===== src/rtl/fetch_pkg.sv =====
// Shared types and instruction field positions for the fetch front end.
// Field constants are also used by the controller when it decodes op/funct.
package fetch_pkg;

  localparam int XLEN      = 32;
  localparam int OP_MSB    = 31;
  localparam int OP_LSB    = 28;
  localparam int FUNCT_MSB = 3;
  localparam int FUNCT_LSB = 0;

  typedef enum logic [1:0] {
    IDLE  = 2'd0,
    REQ   = 2'd1,
    DRAIN = 2'd2
  } fetch_state_t;

  typedef struct packed {
    logic [XLEN-1:0] pc;
    logic [XLEN-1:0] instr;
  } fetch_entry_t;

endpackage


===== src/rtl/fetch_fifo.sv =====
// Prefetch buffer of {pc, instr} entries with a combinational head read.
// Flush wins over push and pop in the same cycle.
module fetch_fifo
  import fetch_pkg::*;
#(
  parameter int DEPTH = 4,
  localparam int AW   = $clog2(DEPTH)
) (
  input  logic         clk,
  input  logic         reset,
  input  logic         i_push,
  input  fetch_entry_t i_entry,
  input  logic         i_pop,
  input  logic         i_flush,
  output logic         o_full,
  output logic         o_empty,
  output logic [AW:0]  o_count,
  output fetch_entry_t o_head
);

  localparam logic [AW:0] CNT_FULL = (AW + 1)'(DEPTH);

  fetch_entry_t  r_mem [DEPTH];
  logic [AW-1:0] r_wr_ptr;
  logic [AW-1:0] r_rd_ptr;
  logic [AW:0]   r_count;
  logic          w_push;
  logic          w_pop;

  assign o_full  = (r_count == CNT_FULL);
  assign o_empty = (r_count == '0);
  assign o_count = r_count;
  assign o_head  = r_mem[r_rd_ptr];

  assign w_pop  = i_pop && !i_flush && !o_empty;
  assign w_push = i_push && !i_flush && (!o_full || w_pop);

  always_ff @(posedge clk or posedge reset) begin
    if (reset) begin
      r_wr_ptr <= '0;
      r_rd_ptr <= '0;
      r_count  <= '0;
      for (int i = 0; i < DEPTH; i++) r_mem[i] <= '0;
    end else if (i_flush) begin
      r_wr_ptr <= '0;
      r_rd_ptr <= '0;
      r_count  <= '0;
    end else begin
      if (w_push) begin
        r_mem[r_wr_ptr] <= i_entry;
        r_wr_ptr        <= r_wr_ptr + 1'b1;
      end
      if (w_pop) r_rd_ptr <= r_rd_ptr + 1'b1;
      case ({w_push, w_pop})
        2'b10:   r_count <= r_count + (AW + 1)'(1);
        2'b01:   r_count <= r_count - (AW + 1)'(1);
        default: r_count <= r_count;
      endcase
    end
  end

endmodule


===== src/rtl/instruction_fetch.sv =====
// Fetch front end: one outstanding memory request at a time, prefetch buffer,
// head-of-buffer issue, and redirect that flushes and restarts the stream.
module instruction_fetch
  import fetch_pkg::*;
#(
  parameter int            N        = 32,
  parameter int            DEPTH    = 4,
  parameter logic [N-1:0]  RESET_PC = '0
) (
  input  logic         clk,
  input  logic         reset,
  output logic         imem_req,
  output logic [N-1:0] imem_addr,
  input  logic         imem_ack,
  input  logic [N-1:0] imem_rdata,
  output logic         issue_valid,
  input  logic         issue_ready,
  output logic [N-1:0] instr,
  output logic [3:0]   op,
  output logic [3:0]   funct,
  output logic [N-1:0] issue_pc,
  input  logic         redirect,
  input  logic [N-1:0] redirect_target
);

  localparam int          AW       = $clog2(DEPTH);
  localparam logic [AW:0] CNT_FULL = (AW + 1)'(DEPTH);

  // state | meaning
  // IDLE  | no request outstanding; issue one when a slot is free
  // REQ   | request outstanding, its data belongs to the live stream
  // DRAIN | request outstanding but redirected away; its data is dropped
  fetch_state_t r_state;
  logic [N-1:0] r_fetch_pc;
  logic [N-1:0] r_imem_addr;
  logic         r_imem_req;

  logic         w_full;
  logic         w_empty;
  logic [AW:0]  w_count;
  logic         w_free;
  logic         w_push;
  logic         w_pop;
  fetch_entry_t w_entry;
  fetch_entry_t w_head;
  logic [N-1:0] w_instr;

  assign w_push  = (r_state == REQ) && imem_ack;
  assign w_pop   = !w_empty && issue_ready;
  assign w_entry = '{pc: r_imem_addr, instr: imem_rdata};

  // A live request already owns a slot, so it counts toward occupancy.
  assign w_free = !w_full && ((w_count + (AW + 1)'(r_imem_req)) < CNT_FULL);

  fetch_fifo #(.DEPTH(DEPTH)) u_fifo (
    .clk     (clk),
    .reset   (reset),
    .i_push  (w_push),
    .i_entry (w_entry),
    .i_pop   (w_pop),
    .i_flush (redirect),
    .o_full  (w_full),
    .o_empty (w_empty),
    .o_count (w_count),
    .o_head  (w_head)
  );

  always_ff @(posedge clk or posedge reset) begin
    if (reset) begin
      r_state     <= IDLE;
      r_imem_req  <= 1'b0;
      r_imem_addr <= RESET_PC;
      r_fetch_pc  <= RESET_PC;
    end else begin
      case (r_state)
        IDLE: begin
          if (redirect) begin
            r_fetch_pc <= redirect_target;
          end else if (w_free) begin
            r_imem_req  <= 1'b1;
            r_imem_addr <= r_fetch_pc;
            r_state     <= REQ;
          end
        end
        REQ: begin
          if (imem_ack) begin
            r_imem_req <= 1'b0;
            r_state    <= IDLE;
            r_fetch_pc <= redirect ? redirect_target : r_fetch_pc + N'(4);
          end else if (redirect) begin
            r_fetch_pc <= redirect_target;
            r_state    <= DRAIN;
          end
        end
        DRAIN: begin
          if (redirect) r_fetch_pc <= redirect_target;
          if (imem_ack) begin
            r_imem_req <= 1'b0;
            r_state    <= IDLE;
          end
        end
        default: begin
          r_imem_req <= 1'b0;
          r_state    <= IDLE;
        end
      endcase
    end
  end

  assign imem_req    = r_imem_req;
  assign imem_addr   = r_imem_addr;
  assign issue_valid = !w_empty;

  // Outputs read as zero while nothing is buffered.
  assign w_instr  = w_empty ? '0 : w_head.instr;
  assign instr    = w_instr;
  assign issue_pc = w_empty ? '0 : w_head.pc;
  assign op       = w_instr[OP_MSB:OP_LSB];
  assign funct    = w_instr[FUNCT_MSB:FUNCT_LSB];

endmodule


===== config.mk =====
export PLATFORM = sky130hd
export DESIGN_NAME = instruction_fetch
export DESIGN_NICKNAME = d
export VERILOG_FILES = /design/src/rtl/fetch_pkg.sv /design/src/rtl/fetch_fifo.sv /design/src/rtl/instruction_fetch.sv
export SDC_FILE = /design/constraint.sdc
export NUM_CORES = 1
export LEC_CHECK = 0
export ABC_AREA = 1
export ABC_CLOCK_PERIOD_IN_PS = 22400
export CORE_UTILIZATION = 35
export DETAILED_ROUTE_END_ITERATION = 8
export PLACE_DENSITY_LB_ADDON = 0.3
export SETUP_SLACK_MARGIN = 0.05
export SLEW_MARGIN = 20
export SYNTH_ARGS = -nofsm -noshare
export SYNTH_HDL_FRONTEND = slang
export SYNTH_SLANG_ARGS = --single-unit

===== constraint.sdc =====
create_clock -name clk -period 22.4 [get_ports clk]
set_input_delay 4.48 -clock clk [delete_from_list [all_inputs] [get_ports clk]]
set_output_delay 4.48 -clock clk [all_outputs]
set_load 0.03 [all_outputs]

==> impl_metrics.env, run 1 <==
export IMPL_outcome="completed"
export IMPL_core_um2=43460
export IMPL_worstPathArrival_ns=3.70
export IMPL_min_path_type="reg2reg"
export IMPL_synth_edf_count=0
export IMPL_criticalPathCategory="reg2out"
export IMPL_synth_yosys_seq_area_share_pct=53.14
export IMPL_syn_area_per_cell_um2=7.929
export IMPL_post_cts_repair_setup_buffers=0
export IMPL_synthArstFlopShare_pct=100.0
export IMPL_endpoint_kind="output pin"
export IMPL_drtPass1Iterations=5
export IMPL_grt_max_degree=124
export IMPL_fill_cells=4380
export IMPL_clock_fmax_mhz=122.3
export IMPL_layout_common_cells="nand2_1 (425), dfrtp_1 (328), nor2_1 (304)"
export IMPL_die_h_um=212.7
export IMPL_syn_inst=1960
export IMPL_rsz0062_at_grt="no"
export IMPL_place_area_um2=17510
export IMPL_drc=0
export IMPL_nets=2135
export IMPL_skew_ns=0.02205
export IMPL_antenna_found_initial=1
export IMPL_first_global_vias=12940
export IMPL_totalWireLength_mm=43.58
export IMPL_critPathLaunchType="flop"
export IMPL_num_io_pins=175
export IMPL_p_leak_uw=0.008333
export IMPL_drive_above_1_share_pct=4.327
export IMPL_std_cell_rows=76
export IMPL_fin_crit_ns=8.176
export IMPL_worst_pin_slew_ns=1.110
export IMPL_critPathMaxFanout=89
export IMPL_fin_crit_sh_pct=36.50
export IMPL_numCtsBuffers=38
export IMPL_clock_root_buffer="clkbuf_16"
export IMPL_route_vias_total=13402
export IMPL_synth_area_um2=15540
export IMPL_finalSetupViolations=0
export IMPL_dp_hpwl_mm=26.31
export IMPL_synth_ff_type="dfrtp_1"
export IMPL_place_gp_congestion=0.9434
export IMPL_die_w_um=212.7
export IMPL_slew_headroom_pct=25.99
export IMPL_postRouteAntennaNets=0
export IMPL_slew_viol_final=0
export IMPL_die_area_um2=45250
export IMPL_finalSetupTns_ns=0
export IMPL_path_clk_slew_ns=0.06
export IMPL_clk_latency_ns=0.55
export IMPL_globalRouteOverflowTotal=0
export IMPL_fin_area_um2=18750
export IMPL_htreeDepth=2
export IMPL_drv_cap=0
export IMPL_post_cts_resized=0
export IMPL_syn_nets=2039
export IMPL_viasPerCell=5.029
export IMPL_diodes=0
export IMPL_ys_seq_elements=330
export IMPL_finalHoldViolCount=0
export IMPL_ir_drop_mv=0.07232
export IMPL_avgRoutedWirePerCell_um=16.35
export IMPL_ys_types=32
export IMPL_drt_initial_drc_count=945
export IMPL_mostFrequentLayoutCell="nand2_1"
export IMPL_place_port_buffers=174
export IMPL_powerDensity_nw_per_um2=117.0
export IMPL_grt_pass1_wl_mm=70.35
export IMPL_cts_hold_buf=0
export IMPL_seq_area_um2=8263
export IMPL_grt_usage_pct=19.79
export IMPL_cp_data_required_time_ns=17.92
export IMPL_start_util_pct=35.76
export IMPL_multi_input_area_um2=6166
export IMPL_clockBufferDepth=3
export IMPL_yosysWarnings=0
export IMPL_cts_tree="done"
export IMPL_area_growth_pct=20.64
export IMPL_cts_sinks=330
-- layer usage --
metal	vias up	share of wire [%]	GRT usage, %
met3	61	5.8	3.236
met5	-	0.028	0
met4	2	2.0	5.780
met1	6373	47	28.02
li1	6557	-	-
met2	409	45	31.12
-- power breakdown --
group	switching [uW]	internal, uW	total (uW)
Sequential	134	776	911
Clock	243	359	603
Combinational	434	246	680
Total	811	1380	2190
-- critical path, cell delays in order (launching register included) --
cell and delay (ns):
dfrtp_4 0.77, buf_4 0.95, nor2_1 0.11, nor2_1 0.11, o21ai_0 0.09, a21oi_1 0.36
clkdlybuf4s50_1 0.74
-- Yosys cell counts (2+ instances only) --
| master | instances | area share, % |
|---|---|---|
| nand2_1 | 425 | 10 |
| dfrtp_1 | 330 | 53 |
| nor2_1 | 304 | 7.3 |
| o21ai_1 | 256 | 8.2 |
| o21ai_0 | 210 | 6.8 |
| inv_1 | 126 | 3.0 |
| a21oi_1 | 78 | 2.5 |
| clkbuf_1 | 52 | 1.3 |
| buf_2 | 39 | 1.3 |
| nand3_1 | 34 | 1.1 |
| buf_4 | 31 | 1.5 |
| nand4_1 | 12 | 0.48 |
| buf_1 | 11 | 0.27 |
| nor3_1 | 11 | 0.35 |
| ha_1 | 9 | 0.72 |
| o22ai_1 | 5 | 0.20 |
| xor2_1 | 4 | 0.23 |
| nand3_2 | 3 | 0.19 |
| a31oi_1 | 2 | 0.080 |
| inv_2 | 2 | 0.048 |
| nand3b_1 | 2 | 0.097 |
| nor2_2 | 2 | 0.080 |
| o211ai_1 | 2 | 0.097 |
| o32ai_1 | 2 | 0.11 |
-- registers in the layout, summed over array words and instances (netlist names) --
register	count
imem_addr	32
u_fifo.o_count	3
u_fifo.r_wr_ptr	2
u_fifo.r_rd_ptr	2
r_state	2
u_fifo.r_mem	256
r_fetch_pc	32
imem_req	1
-- path summary, 6_finish.rpt --
check | startpoint | to | slack (ns) | depth (start not counted)
setup reg to reg | u_fifo.o_count[0]$_DFFE_PP0P_ | u_fifo.r_mem[188]$_DFFE_PP0P_ | 18.80 | 11
min in group asynchronous | reset | u_fifo.r_mem[198]$_DFFE_PP0P_ | 4.48 | 2
hold / removal | u_fifo.r_mem[160]$_DFFE_PP0P_ | u_fifo.r_mem[160]$_DFFE_PP0P_ | 0.48 | 2
setup / recovery | u_fifo.r_rd_ptr[0]$_DFFE_PP0P_ | issue_pc[15] | 14.22 | 6
max in group asynchronous | reset | u_fifo.r_rd_ptr[0]$_DFFE_PP0P_ | 15.71 | 5
hold reg to reg | u_fifo.r_mem[160]$_DFFE_PP0P_ | u_fifo.r_mem[160]$_DFFE_PP0P_ | 0.48 | 2
-- through the flow --
| stage | setup WS, ns | cells | hold WS, ns | utilization, % | total power (uW) |
|---|---|---|---|---|---|
| floorplan | 8.780 | 1960 | 0.4535 | - | 1352 |
| global placement | 14.70 | 2600 | 0.4659 | 40.29 | 1584 |
| detailed placement | 14.62 | 2600 | 0.4729 | 40.30 | 1602 |
| CTS | 14.17 | 2664 | 0.4870 | 43.06 | 2220 |
| global route | 14.02 | 2665 | 0.5017 | 43.14 | 2358 |
| finish | 14.22 | 2665 | 0.4822 | 43.14 | 2194 |
-- logic make-up (layout without fill, tap and decap cells) --
| kind of cell | after synthesis | after routing | share of synthesized area [%] |
|---|---|---|---|
| compound gates | 557 | 557 | 18.11 |
| xor+xnor | 4 | 4 | 0.2254 |
| fa+ha+maj | 10 | 10 | 0.8534 |
| buf+inv | 263 | 383 | 7.479 |
| flops | 330 | 330 | 53.14 |
| simple gates | 796 | 796 | 20.19 |
-- layout make-up --
| cell class | instances | share of cell area, % |
|---|---|---|
| inverters | 129 | 2.643 |
| multi-input cells | 1367 | 32.89 |
| clock inverters | 7 | 0.3537 |
| clock buffers | 57 | 6.046 |
| flip-flops and latches | 330 | 44.07 |
| well taps | 585 | 3.904 |
| repair buffers | 190 | 10.10 |
No activity file was read; power rests on OpenSTA's default activity.
==> run 2: changes to the inputs <==
- ABC_CLOCK_PERIOD_IN_PS: 22400 -> 7450
- clock period: 22.4 -> 7.45 ns (I/O delays scaled with it)
==> impl_metrics.env, run 2 (synthesized netlist as in run 1, its figures left out) <==
export IMPL_r2r_end="u_fifo.r_mem[133]$_DFFE_PP0P_"
export IMPL_drt_initial_drc_count=1113
export IMPL_skew_ns=0.008781
export IMPL_first_global_vias=12984
export IMPL_ir_drop_mv=0.1546
export IMPL_post_cts_resized=0
export IMPL_grt_max_degree=179
export IMPL_die_h_um=212.7
export IMPL_cp_data_required_time_ns=5.96
export IMPL_die_w_um=212.7
export IMPL_finalSetupViolations=0
export IMPL_fill_cells=4321
export IMPL_drv_cap=0
export IMPL_cts_sinks=330
export IMPL_largest_reg_flops=256
export IMPL_diodes=0
export IMPL_outcome="completed"
export IMPL_mostFrequentLayoutCell="nand2_1"
export IMPL_htreeDepth=2
export IMPL_route_vias_total=13441
export IMPL_finalHoldViolCount=0
export IMPL_place_area_um2=17520
export IMPL_dp_hpwl_mm=26.85
export IMPL_layout_common_cells="nand2_1 (425), dfrtp_1 (328), nor2_1 (304)"
export IMPL_worst_pin_slew_ns=1.110
export IMPL_clock_fmax_mhz=184.9
export IMPL_clockBufferDepth=3
export IMPL_path_clk_slew_ns=0.06
export IMPL_cts_tree="done"
export IMPL_criticalPathCategory="reg2out"
export IMPL_num_io_pins=175
export IMPL_slew_headroom_pct=26.01
export IMPL_crit_start="u_fifo.r_rd_ptr[0]$_DFFE_PP0P_"
export IMPL_die_area_um2=45250
export IMPL_largest_register="u_fifo.r_mem"
export IMPL_start_util_pct=35.76
export IMPL_grt_usage_pct=19.74
export IMPL_r2r_setup_slack_ns=4.25
export IMPL_area_growth_pct=21.07
export IMPL_clock_root_buffer="clkbuf_16"
export IMPL_globalRouteOverflowTotal=0
export IMPL_antenna_found_initial=0
export IMPL_slew_viol_final=0
export IMPL_drc=0
export IMPL_regToRegStartpoint="u_fifo.o_count[0]$_DFFE_PP0P_"
export IMPL_postRouteAntennaNets=0
export IMPL_critPathMaxFanout=70
export IMPL_place_gp_congestion=0.8943
export IMPL_rsz0062_at_grt="no"
export IMPL_totalWireLength_mm=43.89
export IMPL_viasPerCell=5.038
export IMPL_worstRegToRegCells=10
export IMPL_crit_end="issue_pc[12]"
export IMPL_finalSetupTns_ns=0
export IMPL_drtPass1Iterations=5
export IMPL_fin_area_um2=18820
export IMPL_place_port_buffers=174
export IMPL_p_leak_uw=0.008362
export IMPL_final_util_pct=43.30
export IMPL_drive_above_1_share_pct=4.417
export IMPL_post_cts_repair_setup_buffers=0
export IMPL_min_path_type="reg2reg"
export IMPL_endpoint_kind="output pin"
export IMPL_std_cell_rows=76
export IMPL_avgRoutedWirePerCell_um=16.45
export IMPL_grt_pass1_wl_mm=70.13
export IMPL_worstPathArrival_ns=3.92
export IMPL_cts_hold_buf=0
export IMPL_numCtsBuffers=39
export IMPL_critPathLaunchType="flop"
export IMPL_nets=2134
export IMPL_clk_latency_ns=0.54
export IMPL_fin_crit_ns=5.408
export IMPL_powerDensity_nw_per_um2=355.4
export IMPL_fin_crit_sh_pct=72.60
export IMPL_core_um2=43460
run 2: worst min path at each step:
stage | from | end | slack, ns | cells past startpoint
6_report | u_fifo.r_mem[158]$_DFFE_PP0P_ | u_fifo.r_mem[158]$_DFFE_PP0P_ | 0.48 | 2
5_1_grt | u_fifo.r_mem[130]$_DFFE_PP0P_ | u_fifo.r_mem[130]$_DFFE_PP0P_ | 0.50 | 2
4_1_cts | u_fifo.r_mem[53]$_DFFE_PP0P_ | u_fifo.r_mem[53]$_DFFE_PP0P_ | 0.49 | 2
3_5_place_dp | u_fifo.r_mem[53]$_DFFE_PP0P_ | u_fifo.r_mem[53]$_DFFE_PP0P_ | 0.47 | 2
3_3_place_gp | u_fifo.r_mem[191]$_DFFE_PP0P_ | u_fifo.r_mem[191]$_DFFE_PP0P_ | 0.47 | 2
2_1_floorplan | u_fifo.r_mem[128]$_DFFE_PP0P_ | u_fifo.r_mem[128]$_DFFE_PP0P_ | 0.45 | 2
run 2: cell type report:
| class | instances | area [um2] | share of cell area, % |
|---|---|---|---|
| inverters | 129 | 491.7 | 2.613 |
| repair buffers | 188 | 1896 | 10.07 |
| clock buffers | 59 | 1164 | 6.184 |
| well taps | 585 | 732.0 | 3.890 |
| clock inverters | 10 | 103.9 | 0.5519 |
| multi-input cells | 1367 | 6166 | 32.77 |
| flip-flops and latches | 330 | 8263 | 43.92 |
run 2: critical path, stage by stage, from the launching register on:
cell,delay (ns)
dfrtp_4,0.77
clkinv_2,0.77
buf_4,0.60
o21ai_0,0.43
a21oi_1,0.12
clkdlybuf4s50_1,0.62
run 2: layer usage:
layer	global-route usage [%]	vias to the layer above	part of all wire (%)
li1	-	6549	-
met5	0	-	0
met1	27.23	6432	47
met4	5.904	0	2.4
met3	3.324	73	5.5
met2	31.76	387	46
run 2: metrics by stage:
| stage | hold slack [ns] | cells | worst slack (ns) | total power (uW) |
|---|---|---|---|---|
| final | 0.4811 | 2668 | 2.042 | 6687 |
| after global routing | 0.5049 | 2668 | 1.727 | 7162 |
| after CTS | 0.4861 | 2667 | 1.975 | 6758 |
| after detailed placement | 0.4724 | 2598 | 2.556 | 4827 |
| after global placement | 0.4653 | 2598 | 2.580 | 4776 |
| after floorplan | 0.4535 | 1960 | 1.553 | 4064 |
run 2: power breakdown:
| part | leakage (uW) | internal, uW | total, uW | switching, uW |
|---|---|---|---|---|
| sequential | 0.00435 | 2330 | 2740 | 408 |
| clock | 0.000628 | 1150 | 1890 | 747 |
| combinational | 0.00338 | 739 | 2050 | 1310 |
